[src/rtl/dic_time_load_ctrl_pkg.sv]
// Shared definitions for the display-clock control sequencer.
//   - 3-bit state encodings and the state_t enum built from them
//   - legal upper bound of each digit while it is being loaded
//   - saved-mode encodings (mode to return to when a load ends)
//   - helpers mapping a load state to its digit bound and strobe mask
package dic_time_load_ctrl_pkg;

    localparam logic [2:0] ENC_STOP  = 3'd0;
    localparam logic [2:0] ENC_RUN   = 3'd1;
    localparam logic [2:0] ENC_LD_MT = 3'd2;
    localparam logic [2:0] ENC_LD_MO = 3'd3;
    localparam logic [2:0] ENC_LD_ST = 3'd4;
    localparam logic [2:0] ENC_LD_SO = 3'd5;

    typedef enum logic [2:0] {
        ST_STOP  = ENC_STOP,
        ST_RUN   = ENC_RUN,
        ST_LD_MT = ENC_LD_MT,
        ST_LD_MO = ENC_LD_MO,
        ST_LD_ST = ENC_LD_ST,
        ST_LD_SO = ENC_LD_SO
    } state_t;

    localparam logic [3:0] MT_MAX = 4'd5;
    localparam logic [3:0] MO_MAX = 4'd9;
    localparam logic [3:0] ST_MAX = 4'd5;
    localparam logic [3:0] SO_MAX = 4'd9;

    localparam logic SAVED_STOP = 1'b0;
    localparam logic SAVED_RUN  = 1'b1;

    // Largest digit accepted in a given load state.
    function automatic logic [3:0] digit_max(input state_t s);
        case (s)
            ST_LD_MT: digit_max = MT_MAX;
            ST_LD_MO: digit_max = MO_MAX;
            ST_LD_ST: digit_max = ST_MAX;
            ST_LD_SO: digit_max = SO_MAX;
            default:  digit_max = 4'd0;
        endcase
    endfunction

    // One-hot digit mask {Mtens, Mones, Stens, Sones}; zero outside loads.
    function automatic logic [3:0] ld_mask(input state_t s);
        case (s)
            ST_LD_MT: ld_mask = 4'b1000;
            ST_LD_MO: ld_mask = 4'b0100;
            ST_LD_ST: ld_mask = 4'b0010;
            ST_LD_SO: ld_mask = 4'b0001;
            default:  ld_mask = 4'b0000;
        endcase
    endfunction

endpackage

[src/rtl/dic_timeout_cnt.sv]
// Load-timeout second counter.
//   clk, rst  : clock, asynchronous active-low reset
//   clr       : synchronous clear (wins over inc)
//   inc       : count one second
//   at_last   : counter sits at TIMEOUT_SEC-1, so the next inc is the timeout;
//               the counter wraps to zero on that inc
module dic_timeout_cnt
    import dic_time_load_ctrl_pkg::*;
#(
    parameter int TIMEOUT_SEC = 10,
    parameter int CNT_W       = 4
) (
    input  logic clk,
    input  logic rst,
    input  logic clr,
    input  logic inc,
    output logic at_last
);

    logic [CNT_W-1:0] cnt;

    assign at_last = (cnt == CNT_W'(TIMEOUT_SEC - 1));

    always_ff @(posedge clk or negedge rst) begin
        if (!rst) begin
            cnt <= '0;
        end else if (clr) begin
            cnt <= '0;
        end else if (inc) begin
            cnt <= at_last ? '0 : cnt + CNT_W'(1);
        end
    end

endmodule

[src/rtl/dic_time_load_ctrl.sv]
// Run/stop and digit-by-digit time-load sequencer for the mm:ss clock.
//   clk, rst          : clock, asynchronous active-low reset
//   det_cr/S/L/num    : 1-cycle command pulses from the UART detectors
//   det_num_val       : binary digit value, valid with det_num
//   tick_1s           : one-second strobe
//   dicRun            : clock counters advance (RUN only)
//   dicLd*            : registered 1-cycle load strobes, at most one high
//   dicLdValue        : registered load value, held between strobes
//   dicLdErr          : registered pulse on a rejected digit or timeout abort
//   dicDsp*           : per-digit display enables
//   state_dbg         : current FSM state
// Optional build macro DIC_BLINK_EN: blink the digit being entered at 0.5 Hz.
// Command handshake: every det_* input is a single-cycle strobe with no
// back-pressure; it is consumed in the cycle it is high and its effect on
// dicLd*/dicLdValue/dicLdErr appears exactly one cycle later.
module dic_time_load_ctrl
    import dic_time_load_ctrl_pkg::*;
#(
    parameter int TIMEOUT_SEC = 10,
    parameter int CNT_W       = 4
) (
    input  logic       clk,
    input  logic       rst,
    input  logic       det_cr,
    input  logic       det_S,
    input  logic       det_L,
    input  logic       det_num,
    input  logic [3:0] det_num_val,
    input  logic       tick_1s,
    output logic       dicRun,
    output logic       dicLdMtens,
    output logic       dicLdMones,
    output logic       dicLdStens,
    output logic       dicLdSones,
    output logic [3:0] dicLdValue,
    output logic       dicLdErr,
    output logic       dicDspMtens,
    output logic       dicDspMones,
    output logic       dicDspStens,
    output logic       dicDspSones,
    output logic [2:0] state_dbg
);

    state_t     state, state_nxt;
    logic       saved_mode, saved_nxt;
    logic [3:0] ld_q, ld_nxt;
    logic [3:0] val_q;
    logic       val_load;
    logic       err_q, err_nxt;
    logic       cnt_clr, cnt_inc, cnt_last;
    logic       digit_ok;
    state_t     saved_state;
    logic [3:0] dsp;

    assign saved_state = (saved_mode == SAVED_RUN) ? ST_RUN : ST_STOP;
    assign digit_ok    = det_num && (det_num_val <= digit_max(state));

    dic_timeout_cnt #(
        .TIMEOUT_SEC(TIMEOUT_SEC),
        .CNT_W      (CNT_W)
    ) u_timeout (
        .clk    (clk),
        .rst    (rst),
        .clr    (cnt_clr),
        .inc    (cnt_inc),
        .at_last(cnt_last)
    );

    always_comb begin
        state_nxt = state;
        saved_nxt = saved_mode;
        ld_nxt    = 4'b0000;
        val_load  = 1'b0;
        err_nxt   = 1'b0;
        cnt_clr   = 1'b0;
        cnt_inc   = 1'b0;
        case (state)
            ST_STOP: begin
                if (det_S) begin
                    state_nxt = ST_RUN;
                end else if (det_L) begin
                    state_nxt = ST_LD_MT;
                    saved_nxt = SAVED_STOP;
                    cnt_clr   = 1'b1;
                end
            end
            ST_RUN: begin
                if (det_cr) begin
                    state_nxt = ST_STOP;
                end else if (det_L) begin
                    state_nxt = ST_LD_MT;
                    saved_nxt = SAVED_RUN;
                    cnt_clr   = 1'b1;
                end
            end
            default: begin
                if (det_cr) begin
                    // Abort quietly; digits already strobed stay loaded.
                    state_nxt = saved_state;
                end else if (digit_ok) begin
                    // An accepted digit restarts the timeout, even on a tick.
                    ld_nxt   = ld_mask(state);
                    val_load = 1'b1;
                    cnt_clr  = 1'b1;
                    case (state)
                        ST_LD_MT: state_nxt = ST_LD_MO;
                        ST_LD_MO: state_nxt = ST_LD_ST;
                        ST_LD_ST: state_nxt = ST_LD_SO;
                        default:  state_nxt = saved_state;
                    endcase
                end else begin
                    err_nxt = det_num;
                    cnt_inc = tick_1s;
                    if (tick_1s && cnt_last) begin
                        state_nxt = saved_state;
                        err_nxt   = 1'b1;
                    end
                end
            end
        endcase
    end

    always_ff @(posedge clk or negedge rst) begin
        if (!rst) begin
            state      <= ST_STOP;
            saved_mode <= SAVED_STOP;
            ld_q       <= 4'b0000;
            val_q      <= 4'd0;
            err_q      <= 1'b0;
        end else begin
            state      <= state_nxt;
            saved_mode <= saved_nxt;
            ld_q       <= ld_nxt;
            err_q      <= err_nxt;
            if (val_load) begin
                val_q <= det_num_val;
            end
        end
    end

`ifdef DIC_BLINK_EN
    logic blink;

    // Restarted together with the timeout so each new digit starts blanked.
    always_ff @(posedge clk or negedge rst) begin
        if (!rst) begin
            blink <= 1'b0;
        end else if (cnt_clr) begin
            blink <= 1'b0;
        end else if (tick_1s && (ld_mask(state) != 4'b0000)) begin
            blink <= ~blink;
        end
    end

    assign dsp = ~(ld_mask(state) & {4{~blink}});
`else
    assign dsp = 4'b1111;
`endif

    assign dicRun      = (state == ST_RUN);
    assign dicLdMtens  = ld_q[3];
    assign dicLdMones  = ld_q[2];
    assign dicLdStens  = ld_q[1];
    assign dicLdSones  = ld_q[0];
    assign dicLdValue  = val_q;
    assign dicLdErr    = err_q;
    assign dicDspMtens = dsp[3];
    assign dicDspMones = dsp[2];
    assign dicDspStens = dsp[1];
    assign dicDspSones = dsp[0];
    assign state_dbg   = state;

endmodule

[config.mk]
export PLATFORM = sky130hd
export DESIGN_NAME = dic_time_load_ctrl
export DESIGN_NICKNAME = d
export VERILOG_FILES = /design/src/rtl/dic_time_load_ctrl_pkg.sv /design/src/rtl/dic_timeout_cnt.sv /design/src/rtl/dic_time_load_ctrl.sv
export SDC_FILE = /design/constraint.sdc
export NUM_CORES = 1
export LEC_CHECK = 0
export BUFFER_PORTS_ARGS = -buffer_cell sky130_fd_sc_hd__buf_2
export CORE_MARGIN = 4
export CORE_UTILIZATION = 54
export CTS_CLUSTER_DIAMETER = 100
export DETAILED_ROUTE_END_ITERATION = 8
export GPL_ROUTABILITY_DRIVEN = 0
export PLACE_DENSITY = 0.86
export SETUP_SLACK_MARGIN = 0.02
export SLEW_MARGIN = 25
export SYNTH_ARGS = -nofsm -noshare
export SYNTH_HDL_FRONTEND = slang
export SYNTH_HIERARCHICAL = 1
export SYNTH_SLANG_ARGS = --single-unit
[constraint.sdc]
create_clock -name clk -period 6.47 [get_ports clk]
set_input_delay 1.294 -clock clk [delete_from_list [all_inputs] [get_ports clk]]
set_output_delay 1.294 -clock clk [all_outputs]
set_load 0.03 [all_outputs]
# After elaboration in Yosys (flattened, before gate mapping)
# Index checks and enable logic that the tools add are counted.
dict set report word_totals {
  out_inout_bits 17
  regBits 17
  inputBits 11
}
dict set report op_classes {
  reduce_logical 10
  n_addsub 1
  eq_ne 10
  magnitude_cmp 1
  mux 36
}
# op n
set op_table {}
lappend op_table {{4-bit 2-to-1 mux} 6}
lappend op_table {{1-bit 2-to-1 mux} 18}
lappend op_table {{3-bit 2-to-1 mux} 6}
lappend op_table {{4-bit case mux with 4 select lines} 1}
lappend op_table {{3-bit case mux with 3 select lines} 1}
lappend op_table {{2-bit inequality test (second input constant)} 4}
lappend op_table {{4-bit case mux with 2 select lines} 1}
lappend op_table {{3-bit by 2-bit == test with 1-bit output (second input constant)} 2}
lappend op_table {{3-bit == test (second input constant)} 2}
lappend op_table {{3-bit case mux with 2 select lines} 1}
lappend op_table {{2-bit OR reduction} 3}
lappend op_table {{5-bit AND reduction} 1}
lappend op_table {{5-bit nonzero test} 1}
lappend op_table {{4-bit by 1-bit adder with 4-bit output (second input constant)} 1}
lappend op_table {{4-bit == test (second input constant)} 1}
lappend op_table {{4-bit <= comparator} 1}
lappend op_table {{1-bit case mux with 2 select lines} 2}
lappend op_table {{2-bit nonzero test} 2}
lappend op_table {{3-bit by 1-bit == test with 1-bit output (second input constant)} 1}
lappend op_table {{3-bit logical NOT} 1}
lappend op_table {{1-bit logical AND} 2}

# Logic depth before layout (Yosys ltp)
# Gate-level depths: netlist (run 1).
dict set report depth {
  ltp_word 10
  ltp_mapped 12
  ltp_nobuf 11
}

# Modules after synthesis
# Netlist (run 1), hierarchy kept.
# mod area_each_um2 seq_area_each_um2 cells_per_inst instances
set modules_own_cells {}
lappend modules_own_cells {dic_time_load_ctrl 775.7 325.3 82 1}
lappend modules_own_cells {dic_timeout_cnt 231.5 100.1 24 1}

# Worst setup path after synthesis (run 1)
# No wires, ideal clock.
dict set report synth_timing {
  path_type {in2reg}
  from {input det_num_val[2]}
  to {register u_timeout.cnt[3]}
  arrival_ns 2.818
  setup_slack_ns 3.575
  t_required_ns 6.393
  setup_time_ns 0.077
  stages 9
  path_cell_list {ha_1 > nand4b_1 > o21ai_1 > o21ai_1 > clkbuf_1 > and3_1 > and4b_1 > o21ai_1 > a21oi_1}
}
dict set report synth_via {
  elab_chain_cells 6
  word_cells_on_any_way 10
  classes_between {order compare (1); mux (7); reduce/logical (2)}
}
# item line_no
set synth_rtl {}
lappend synth_rtl {{from (decl)} dic_time_load_ctrl.sv:28} ;# input logic [3:0] det_num_val,
lappend synth_rtl {{4-bit <= comparator} dic_time_load_ctrl.sv:56} ;# assign digit_ok = det_num && (det_num_val <= digit_max(state));
lappend synth_rtl {{1-bit logical AND} dic_time_load_ctrl.sv:56}
lappend synth_rtl {{1-bit 2-to-1 mux} dic_time_load_ctrl.sv:100} ;# end else if (digit_ok) begin
lappend synth_rtl {{1-bit 2-to-1 mux} dic_time_load_ctrl.sv:97} ;# if (det_cr) begin
lappend synth_rtl {{1-bit 2-to-1 mux} dic_time_load_ctrl.sv:77} ;# case (state)
lappend synth_rtl {{named net cnt_inc} dic_time_load_ctrl.sv:50} ;# logic cnt_clr, cnt_inc, cnt_last;
lappend synth_rtl {{2-bit nonzero test (no line)} n/a}
lappend synth_rtl {{to (signal assigned)} dic_timeout_cnt.sv:30} ;# cnt <= at_last ? '0 : cnt + CNT_W'(1);
lappend synth_rtl {{to (decl)} dic_timeout_cnt.sv:20} ;# logic [CNT_W-1:0] cnt;
# The timed path passes the listed nets, and every way through them passes these cells.
# A chain may end at the register's enable or synchronous reset.

# Final worst setup path (run 1)
dict set report layout_timing {
  from {input det_num_val[2]}
  to {register u_timeout.cnt[2]}
}
dict set report layout_via {
  elab_chain_cells 6
  word_cells_on_any_way 10
  classes_between {order compare (1); mux (7); reduce/logical (2)}
}
# item line_no
set layout_rtl {}
lappend layout_rtl {{4-bit <= comparator *} dic_time_load_ctrl.sv:56}
lappend layout_rtl {{1-bit logical AND *} dic_time_load_ctrl.sv:56}
lappend layout_rtl {{1-bit 2-to-1 mux *} dic_time_load_ctrl.sv:100}
lappend layout_rtl {{1-bit 2-to-1 mux *} dic_time_load_ctrl.sv:97}
lappend layout_rtl {{1-bit case mux with 2 select lines *} dic_time_load_ctrl.sv:77}
lappend layout_rtl {{named net cnt_clr} dic_time_load_ctrl.sv:50}
lappend layout_rtl {{4-bit 2-to-1 mux / 2-bit nonzero test (equally long branches)} n/a}
# Mark *: on every way through the listed nets, which the timed path passes. The rest lies on a longest branch.

==> impl_results.md, run 1 <==
- Final Non-Filler Cells: 153
- Core area: 1750 um^2
- Synthesized area per cell: 9.50 um^2
- Status: finished clean
- Final setup violation count: 0
- Ys async rst share: 100%
- Hold Path Origin: dicLdValue[3]
- Antenna violations before repair: 0
- Synth top cells by count: 17 x dfrtp_1, 12 x nand2_1, 9 x nor2_1
- Top FF cell, synth: dfrtp_1
- Ports: 28
- Max frequency: 333 MHz
- First-pass GRT wire length: around 3800 um
- Wl on met1: 889 um
- Hold Path Stages: 1
- Std-Cell Rows: 15
- 1st-pass router iterations: 4
- WP data arrival: 3.21 ns
- Layout Skew: 0.00259 ns
- CP Capture Type: flop
- CTS Buf Count: 3
- Setup crit start kind: input port
- # hold bufs at CTS: 0
- DR vias/cell: 5.44
- Fin nets: 145
- Static leakage: about 0.57 nW
- Crit-path max FO: 13
- DRC violations left: 0
- Area occupied by registers: 425 um^2
- Number of global-route vias before repair: 860
- Root Buffer: clkbuf_4
- Setup bufs post-CTS: 0
- Met3 WL: 145 um
- Post-synth top area share: 42.2%
- Die area: 2620 um^2
- Worst r2r dst: u_timeout/cnt[2]
- Starting Density: a little under 60%
- Routed WL: 2190 um
- Diodes inserted: 0
- Mapped Cells: 106
- Max-slew headroom: 54.3%
- Power per cell area: 386 nW/um^2
- Area of the mapped netlist: 1010 um^2
- Top layer in use: met4
- Worst Path Required: 6.68 ns
- Final Hold Fails: 0
- Post-Route Setup TNS: 0 ns
- Post-CTS Resized: 0
- Yosys top cell by area: dfrtp_1
- R2r setup slk: 3.65 ns
- Antenna viol nets, final: 0
- Routed len/inst: about 14 um
- R2R depth: 10
- Final worst slack: ~3.5 ns
- Yosys reg bits: 17
- Post-Place Cells: 149
- Total chip power: 439 uW
- Kind of critical path: in2reg
- Reg2Reg Launch Point: state_dbg[1]
- Count of warnings emitted by yosys: 6
- Die Y-Extent: 51.2 um
- RSZ-0062 raised after global routing: no
- IO buf count: 23
- Place WS: around 3.2 ns
- Tcrit/Tclk final: 46.4%
- Clock sinks: 17
- Min Tclk post-route: 3.00 ns
- Area growth, synth to finish: 12.9%
- Met2 WL: 1120 um
- Cell variety after synth: 36
- DRT iter0 DRCs: 27
- Footprint of the multi-input gates: between 500 and 600 um^2
- Worst-skew pair later-pin latency: between 0.2 and 0.3 ns
- Slew @ Worst Pin: 0.681 ns
- Maximum root-to-sink buffer count: 2
- Fraction of layout cells with a size suffix above 1: 25.8%
- Hold Path End: dicLdValue[3]
- Worst vdd ir: 0.000242 V
- CTS tree: yes
- Dpl hpwl: 1650 um
- Largest net degree at the start of global routing: 18
- Hold Crit Class: reg2reg
- Max-cap violation count: 0
- EDFF count, synth: 0
- H-tree depth: 1
- Fillers: 149
- Top post-synthesis cells by area: dfrtp_1 42%, ha_1 6.2%, mux2_4 6.0%, nand2_1 4.5%, nand2b_1 3.7%
- Total track usage: about a fifth
- Die Wd: 51.2 um
- GRT Residual Overflow: 0
- DR vias: 832
- Count leader, synth: dfrtp_1
- Sequential-to-total area share from yosys stat: between 40% and 50%
- Worst-path clk slew: 0.10 ns
- Slew Viols, Final: 0
-- worst max path at each step --
| stage | startpoint | endpoint | slack, ns | depth (start not counted) |
|---|---|---|---|---|
| after CTS | det_num_val[2] | u_timeout/cnt[2] | 3.47 | 8 |
| final | det_num_val[2] | u_timeout/cnt[2] | 3.47 | 8 |
| after detailed placement | det_num_val[2] | u_timeout/cnt[2] | 3.16 | 8 |
| after floorplan | det_num_val[2] | u_timeout/cnt[3] | 3.58 | 9 |
| after global placement | det_num_val[2] | dicLdValue[2] | 3.28 | 7 |
| after global routing | det_num_val[2] | u_timeout/cnt[3] | 3.26 | 9 |
-- per-layer routing --
layer / GRT usage, % / up-vias
met1: 22.3 / 382
met3: 5.54 / 4
li1: - / 415
met2: 33.0 / 31
met4: 8.07 / 0
met5: 0 / -
-- stage by stage --
step,hold WS [ns],utilization (%),instance area [um^2]
global placement,0.497,63.7,1110
finish,0.518,65.2,1140
global route,0.546,65.2,1140
detailed placement,0.492,63.7,1110
floorplan,0.504,-,1020
CTS,0.525,65.2,1140
-- flip-flops by register name, indices dropped and copies added, names as in the netlist --
name	count
dicLdValue	4
ld_q	4
u_timeout/cnt	4
state_dbg	3
dicLdErr	1
saved_mode	1
-- placed cells by master, fill, tap and decap left out, types with 2 or more instances in the layout --
cell and n:
clkbuf_4 3, nor3_1 4, nand2b_1 6, nand2_1 12, nand4_1 3, or3_1 2
nand3b_1 3, a21oi_1 4, buf_2 23, and3_1 2, o21ai_1 3, mux2_4 4
conb_1 4, o21ai_0 3, ha_1 5, nor2_1 9, inv_1 4, dfrtp_1 17
-- logic make-up after synthesis --
group,count (synthesis),synth area share (%)
compound gates,20,13.8
flops,17,42.2
other cells,1,0.372
simple gates,46,23.7
fa+ha+maj,5,6.21
xor+xnor,1,0.870
mux,4,5.96
buf+inv,12,6.83
-- power by group --
part	internal, mW	total (mW)	switching, mW
Sequential	0.133	0.167	0.0335
Combinational	0.0795	0.214	0.134
Clock	0.0240	0.0587	0.0347
Total	0.237	0.439	0.202
-- critical path: stages --
cell and delay (ns):
buf_2 0.11, ha_1 0.32, nand4b_1 0.10, o21ai_1 0.08, o21ai_1 0.55, or3_1 0.37
nand2_1 0.18, nor3_1 0.22
-- cell type report --
cell class                      instances  share of cell area [%]
Multi-Input combinational cell         80                    46.1
Timing Repair Buffer                   23                    10.1
Tap cell                               25                    2.75
Clock buffer                            4                    2.31
Inverter                                4                    1.32
Sequential cell                        17                    37.4
(Power assumes the default switching activity.)
==> run 2, diff against run 1 <==
--- a/config.mk
+++ b/config.mk
@@ -7,11 +7,11 @@
 export LEC_CHECK = 0
 export BUFFER_PORTS_ARGS = -buffer_cell sky130_fd_sc_hd__buf_2
 export CORE_MARGIN = 4
-export CORE_UTILIZATION = 54
+export CORE_UTILIZATION = 50
 export CTS_CLUSTER_DIAMETER = 100
 export DETAILED_ROUTE_END_ITERATION = 8
 export GPL_ROUTABILITY_DRIVEN = 0
-export PLACE_DENSITY = 0.86
+export PLACE_DENSITY = 0.81
 export SETUP_SLACK_MARGIN = 0.02
 export SLEW_MARGIN = 25
 export SYNTH_ARGS = -nofsm -noshare
==> constraint.sdc (replaced) <==
create_clock -name clk -period 3.1 [get_ports clk]
set_input_delay 0.62 -clock clk [delete_from_list [all_inputs] [get_ports clk]]
set_output_delay 0.62 -clock clk [all_outputs]
set_load 0.03 [all_outputs]
==> run 2 against run 1 <==
Net effect: clock skew fell by 0.00096 ns; design area rose by 0.66%; combinational power rose by 110%; die area rose by 6.7%; largest cell class unchanged; clock power rose by 91%; total power rose by 110%; first-iteration DRC count fell by 7.4%; largest power group unchanged; hold slack got worse by 0.28 ns; sequential cell count did not move; clock-buffer cell count did not move; setup slack got worse by 2.9 ns.
==> impl_results.md, run 2 (synthesis gave the netlist of run 1 again) <==
- Seq pwr share: 38.1% (about the same)
- Static leakage: 0.572 nW (+0.78%)
- Crit-path cells: nand2b_1, nand2_1, nand2_1, ha_1, a211oi_2, o21ai_1, buf_4, or2_2, o311ai_1
- Slew Viols, Final: 0 (unchanged)
- Min Tclk post-route: ~2.5 ns
- Worst r2r dst: state_dbg[1]
- Commonest non-fill, non-tap cell in the layout: buf_2
- CP max stage delay: 0.47 ns (-0.08 ns)
- Largest net degree at the start of global routing: 18 (unchanged)
- DR vias/cell: 5.68 (+4.4%)
- Maximum root-to-sink buffer count: 2 (unchanged)
- Worst-skew pair later-pin latency: 0.28 ns (about the same)
- WP data arrival: 2.66 ns (-0.55 ns)
- Post-CTS Resized: 0 (unchanged)
- DRT iter0 DRCs: 25 (-7.4%)
- Routed len/inst: 14.4 um (+0.67%)
- CP most frequent cell: nand2_1
- Root Buffer: clkbuf_4
- Worst Path Required: 3.26 ns (-3.42 ns)
- Die area: 2800 um^2 (+6.7%)
- Clock sinks: 17 (unchanged)
- Clock network fraction of total power: 12.2% (-1.2 points)
- Worst-path clk slew: 0.09 ns (about the same)
- Footprint of the multi-input gates: 524 um^2 (unchanged)
- Status: finished clean
- CTS tree: yes
- RSZ-0062 raised after global routing: no
- Core area: 1820 um^2 (+4.3%)
- First-pass GRT wire length: 3550 um (-5.7%)
- Area occupied by registers: 425 um^2 (unchanged)
- Dpl hpwl: 1740 um (+5.7%)
- Max-cap violation count: 0 (unchanged)
- Area growth, synth to finish: 13.7%
- Ports: 28 (unchanged)
- Worst vdd ir: 0.000492 V (+100%)
- Number of global-route vias before repair: 813 (-5.5%)
- Diodes inserted: 0 (unchanged)
- Int Pwr: 499 uW (+110%)
- Setup bufs post-CTS: 0 (unchanged)
- Layout Skew: 0.00163 ns (-0.000962 ns)
- H-tree depth: 1 (unchanged)
- 1st-pass router iterations: 4 (unchanged)
- Final Hold Fails: 0 (unchanged)
- Fin nets: 146 (+0.69%)
- Final worst slack: 0.600 ns (-2.87 ns)
- R2r setup slk: 0.60 ns (-3.05 ns)
- Final setup violation count: 0 (unchanged)
- IO buf count: 23 (unchanged)
- Setup crit start kind: flop
- Routed WL: 2220 um (+1.3%)
- Die Wd: 52.9 um (+3.3%)
- CTS Buf Count: 3 (unchanged)
- DR vias: 874 (+5.0%)
- Post-Route Setup TNS: 0 ns (unchanged)
- CP Capture Type: flop
- Kind of critical path: reg2reg
- Max frequency: 400 MHz
- Antenna viol nets, final: 0 (unchanged)
- Power per cell area: 799 nW/um^2 (+110%)
- Die Y-Extent: 52.9 um (+3.3%)
- Commonest non-fill, non-tap cells in the layout: 23 x buf_2, 17 x dfrtp_1, 12 x nand2_1
- Std-Cell Rows: 15 (unchanged)
- # hold bufs at CTS: 0 (unchanged)
- Sw Ratio: 45.4% (-0.66 points)
- Fraction of layout cells with a size suffix above 1: 26.4% (+0.58 points)
- Total track usage: 17.5% (-1.8 points)
- Antenna violations before repair: 0 (unchanged)
- Net switching power: 415 uW (+110%)
- Tcrit/Tclk final: 80.7%
- DRC violations left: 0 (unchanged)
- Crit-path max FO: 11 (-2)
- Starting Density: 55.3% (-2.4 points)
- R2R depth: 9 (-1)
- Place WS: 0.643 ns (-2.52 ns)
- Fillers: 166 (+11%)
- GRT Residual Overflow: 0 (unchanged)
- Hold Crit Class: in2async
- Reg2Reg Launch Point: state_dbg[1]
- Slowest cell on crit path: dfrtp_1
- Comb pwr share: 49.7% (+1.1 points)
-- run 2: changes by cell type in the layout (fill, tap and decap cells not counted) --
cell,delta
buf_4,+1
-- run 2: metal layers --
metal | vias up | global-route usage, % | wire (um)
met4 | 0 | 5.11 | 24
met3 | 7 | 3.38 | 188
met5 | - | 0 | 0
met1 | 409 | 20.9 | 915
met2 | 40 | 31.4 | 1090
li1 | 418 | - | -
-- run 2: metrics by stage --
step           std cells  hold slack (ns)  util [%]  instance area, um^2  power [mW]
4_1_cts              154            0.244      62.9                 1140       0.920
6_report             154            0.237      62.9                 1140       0.915
3_5_place_dp         150            0.506      61.4                 1120       0.805
5_1_grt              154            0.253      62.9                 1140       0.980
2_1_floorplan        109            0.324         -                 1020       0.683
3_3_place_gp         150            0.495      61.4                 1120       0.787
-- run 2: final cells by class --
type                    instances  share of cell area, %
multi-input cells              80                   45.8
inverters                       4                   1.31
repair buffers                 24                   10.7
flip-flops and latches         17                   37.2
clock buffers                   4                   2.30
well taps                      25                   2.73
-- run 2: worst max-delay path by stage --
stage	from	end	slack, ns
global route	state_dbg[1]	state_dbg[1]	0.39
detailed placement	state_dbg[1]	dicLdValue[1]	0.64
floorplan	state_dbg[1]	u_timeout/cnt[3]	0.56
finish	state_dbg[1]	state_dbg[1]	0.60
CTS	state_dbg[1]	state_dbg[1]	0.61
global placement	state_dbg[1]	state_dbg[1]	0.70
-- run 2: power by group through the flow --
stage | registers, mW | clock network [mW] | logic [mW]
6_report | 0.348 | 0.112 | 0.455
5_1_grt | 0.357 | 0.127 | 0.496
4_1_cts | 0.348 | 0.116 | 0.455
3_5_place_dp | 0.353 | 0 | 0.452
3_3_place_gp | 0.348 | 0 | 0.439
2_1_floorplan | 0.409 | 0 | 0.274
-- run 2: worst max-delay path: cells and delay by family (launching register included) --
kind | cells | cell delay, ns
AND/OR/NAND/NOR | 4 | 0.74
AO/OA/AOI/OAI | 3 | 0.67
flip-flops | 1 | 0.47
adder cells (fa/ha/maj) | 1 | 0.31
buffers and inverters | 1 | 0.18
==> run 3, diff against run 2 <==
==> constraint.sdc (replaced) <==
create_clock -name clk -period 2.5 [get_ports clk]
set_input_delay 0.5 -clock clk [delete_from_list [all_inputs] [get_ports clk]]
set_output_delay 0.5 -clock clk [all_outputs]
set_load 0.03 [all_outputs]
==> run 3 against run 2 <==
Net effect: register-to-register slack lost 0.46 ns; sequential cell count is the same; clock-buffer cell count is the same; sequential power grew 14%; clock skew is essentially flat; via count grew 2.6%; core utilization grew 2.1 points; setup slack lost 0.46 ns; sequential share of layout area shrank 1.2 points; critical endpoint is now dicLdValue[1]; largest power group unchanged.
==> impl_results.md, run 3 (synthesis gave the netlist of run 1 again) <==
- First-pass GRT wire length: 3950 um (+11%)
- WP buf/inv: 0 (-1)
- DRT iter0 DRCs: 25 (unchanged)
- Layout Skew: 0.00190 ns (+0.000275 ns)
- Ports: 28 (unchanged)
- Max-cap violation count: 0 (unchanged)
- Antenna viol nets, final: 0 (unchanged)
- Met2 Resource Use GR: 32.4% (+1.0 points)
- CP max stage delay: 0.47 ns (about the same)
- Footprint of the multi-input gates: 532 um^2 (+1.4%)
- Post-CTS Resized: 0 (unchanged)
- GRT Residual Overflow: 0 (unchanged)
- Commonest non-fill, non-tap cell in the layout: buf_2
- Total track usage: 19.3% (+1.8 points)
- Slew Viols, Final: 0 (unchanged)
- Worst vdd ir: 0.000552 V (+12%)
- Slowest cell on crit path: or3_1
- M1 GR Usage: 23.6% (+2.8 points)
- Seq pwr share: 33.4% (-4.7 points)
- Post-Route Setup TNS: 0 ns (unchanged)
- # hold bufs at CTS: 0 (unchanged)
- Most Used Layer, Global Route: met2
- Diodes inserted: 0 (unchanged)
- Kind of critical path: reg2reg
- Min Tclk post-route: 2.36 ns (-0.136 ns)
- Commonest non-fill, non-tap cells in the layout: 23 x buf_2, 17 x dfrtp_1, 12 x nand2_1
- Final Hold Fails: 0 (unchanged)
- 1st-pass router iterations: 4 (unchanged)
- Final setup violation count: 0 (unchanged)
- Antenna violations before repair: 0 (unchanged)
- Number of global-route vias before repair: 906 (+11%)
- Sw Ratio: 44.9% (-0.53 points)
- Setup bufs post-CTS: 0 (unchanged)
- Die Y-Extent: 52.9 um (unchanged)
- Power per cell area: 1000 nW/um^2 (+26%)
- Crit-path max FO: 5 (-6)
- Area occupied by registers: 425 um^2 (unchanged)
- Hold WS: 0.111 ns (-0.126 ns)
- Static leakage: 0.594 nW (+3.8%)
- Root Buffer: clkbuf_4
- Tcrit/Tclk final: 94.6% (+14 points)
- Clock network fraction of total power: 12.0% (-0.2 points)
- Core area: 1820 um^2 (unchanged)
- CP Capture Type: flop
- Clock sinks: 17 (unchanged)
- RSZ-0062 raised after global routing: yes
- Std-Cell Rows: 15 (unchanged)
- Routed WL: 2360 um (+6.5%)
- Starting Density: 55.3% (unchanged)
- DR vias: 897 (+2.6%)
- GRT met3 Usage: 3.94% (+0.56 points)
- Comb pwr share: 54.6% (+4.9 points)
- CTS Buf Count: 3 (unchanged)
- Max frequency: 423 MHz (+5.7%)
- Crit-path cells: nand2b_1, nand2_1, nand2_1, ha_1, a211oi_2, o21ai_1, or3_1, mux2_4
- CTS tree: yes
- Fraction of layout cells with a size suffix above 1: 29.3% (+3.0 points)
- Fin nets: 150 (+2.7%)
- Int Pwr: 654 uW (+31%)
- DR vias/cell: 5.68 (about the same)
- Setup crit start kind: flop
- Largest net degree at the start of global routing: 18 (unchanged)
- Status: finished clean
- Fillers: 162 (-2.4%)
- Die Wd: 52.9 um (unchanged)
- WP data arrival: 2.54 ns (-0.12 ns)
- Hold Crit Class: in2async
- Area growth, synth to finish: 17.4%
- CP delay by family, top: simple AND/OR/NAND/NOR gates
- DRC violations left: 0 (unchanged)
- Routed len/inst: 14.9 um (+3.8%)
- Total chip power: 1.19 mW (+30%)
- Worst-skew pair later-pin latency: 0.28 ns (about the same)
- Die area: 2800 um^2 (unchanged)
- Dpl hpwl: 1870 um (+7.3%)
- IO buf count: 23 (unchanged)
- CP most frequent cell: nand2_1
- Maximum root-to-sink buffer count: 2 (unchanged)
- Worst-path clk slew: 0.09 ns (about the same)
- H-tree depth: 1 (unchanged)
- Worst Path Required: 2.68 ns (-0.58 ns)
- Net switching power: 533 uW (+28%)
-- run 3: cell types whose count changed in the layout (fill, tap and decap cells not counted) --
cell	previous run	this run
buf_4	1	5
o311ai_1	1	0
o311ai_2	0	1
-- run 3: stage by stage --
step           cell area (um^2)  worst slack [ns]  std cells  util (%)
5_1_grt                    1180            0.0173        158      64.9
2_1_floorplan              1020            0.0462        109         -
3_5_place_dp               1150             0.152        154      63.1
3_3_place_gp               1150             0.232        154      63.1
6_report                   1180             0.135        158      64.9
4_1_cts                    1170             0.149        158      64.5
-- run 3: cell type report --
class                      instances  share of cell area, %
clock buffer                       4                   2.22
inverter                           4                   1.27
multi-input combinational         80                   45.0
sequential                        17                   36.0
tap                               25                   2.65
timing repair buffer              28                   12.9
-- run 3: final timing paths --
| path | depth (start not counted) | slack, ns | start | endpoint |
|---|---|---|---|---|
| worst max-delay path | 8 | 0.14 | state_dbg[1] | dicLdValue[1] |
| max in group asynchronous | 1 | 2.13 | rst | u_timeout/cnt[1] |
| worst min register to register | 1 | 0.52 | dicLdValue[3] | dicLdValue[3] |
| worst max register to register | 8 | 0.14 | state_dbg[1] | dicLdValue[1] |
| worst min-delay path | 1 | 0.11 | rst | ld_q[3] |
| min in group clk | 2 | 0.46 | det_num_val[2] | dicLdValue[2] |
-- run 3: routing by layer --
| metal | part of all wire (%) | up-vias |
|---|---|---|
| met5 | 0 | - |
| met4 | 2.2 | 0 |
| met3 | 6.6 | 6 |
| met2 | 50 | 43 |
| met1 | 41 | 422 |
| li1 | - | 426 |
-- run 3: power by group through the flow --
stage	combinational, mW	sequential [mW]	clock [mW]
finish	0.648	0.397	0.142
global route	0.704	0.408	0.160
global placement	0.615	0.397	0
detailed placement	0.640	0.402	0
floorplan	0.341	0.507	0
CTS	0.643	0.397	0.145
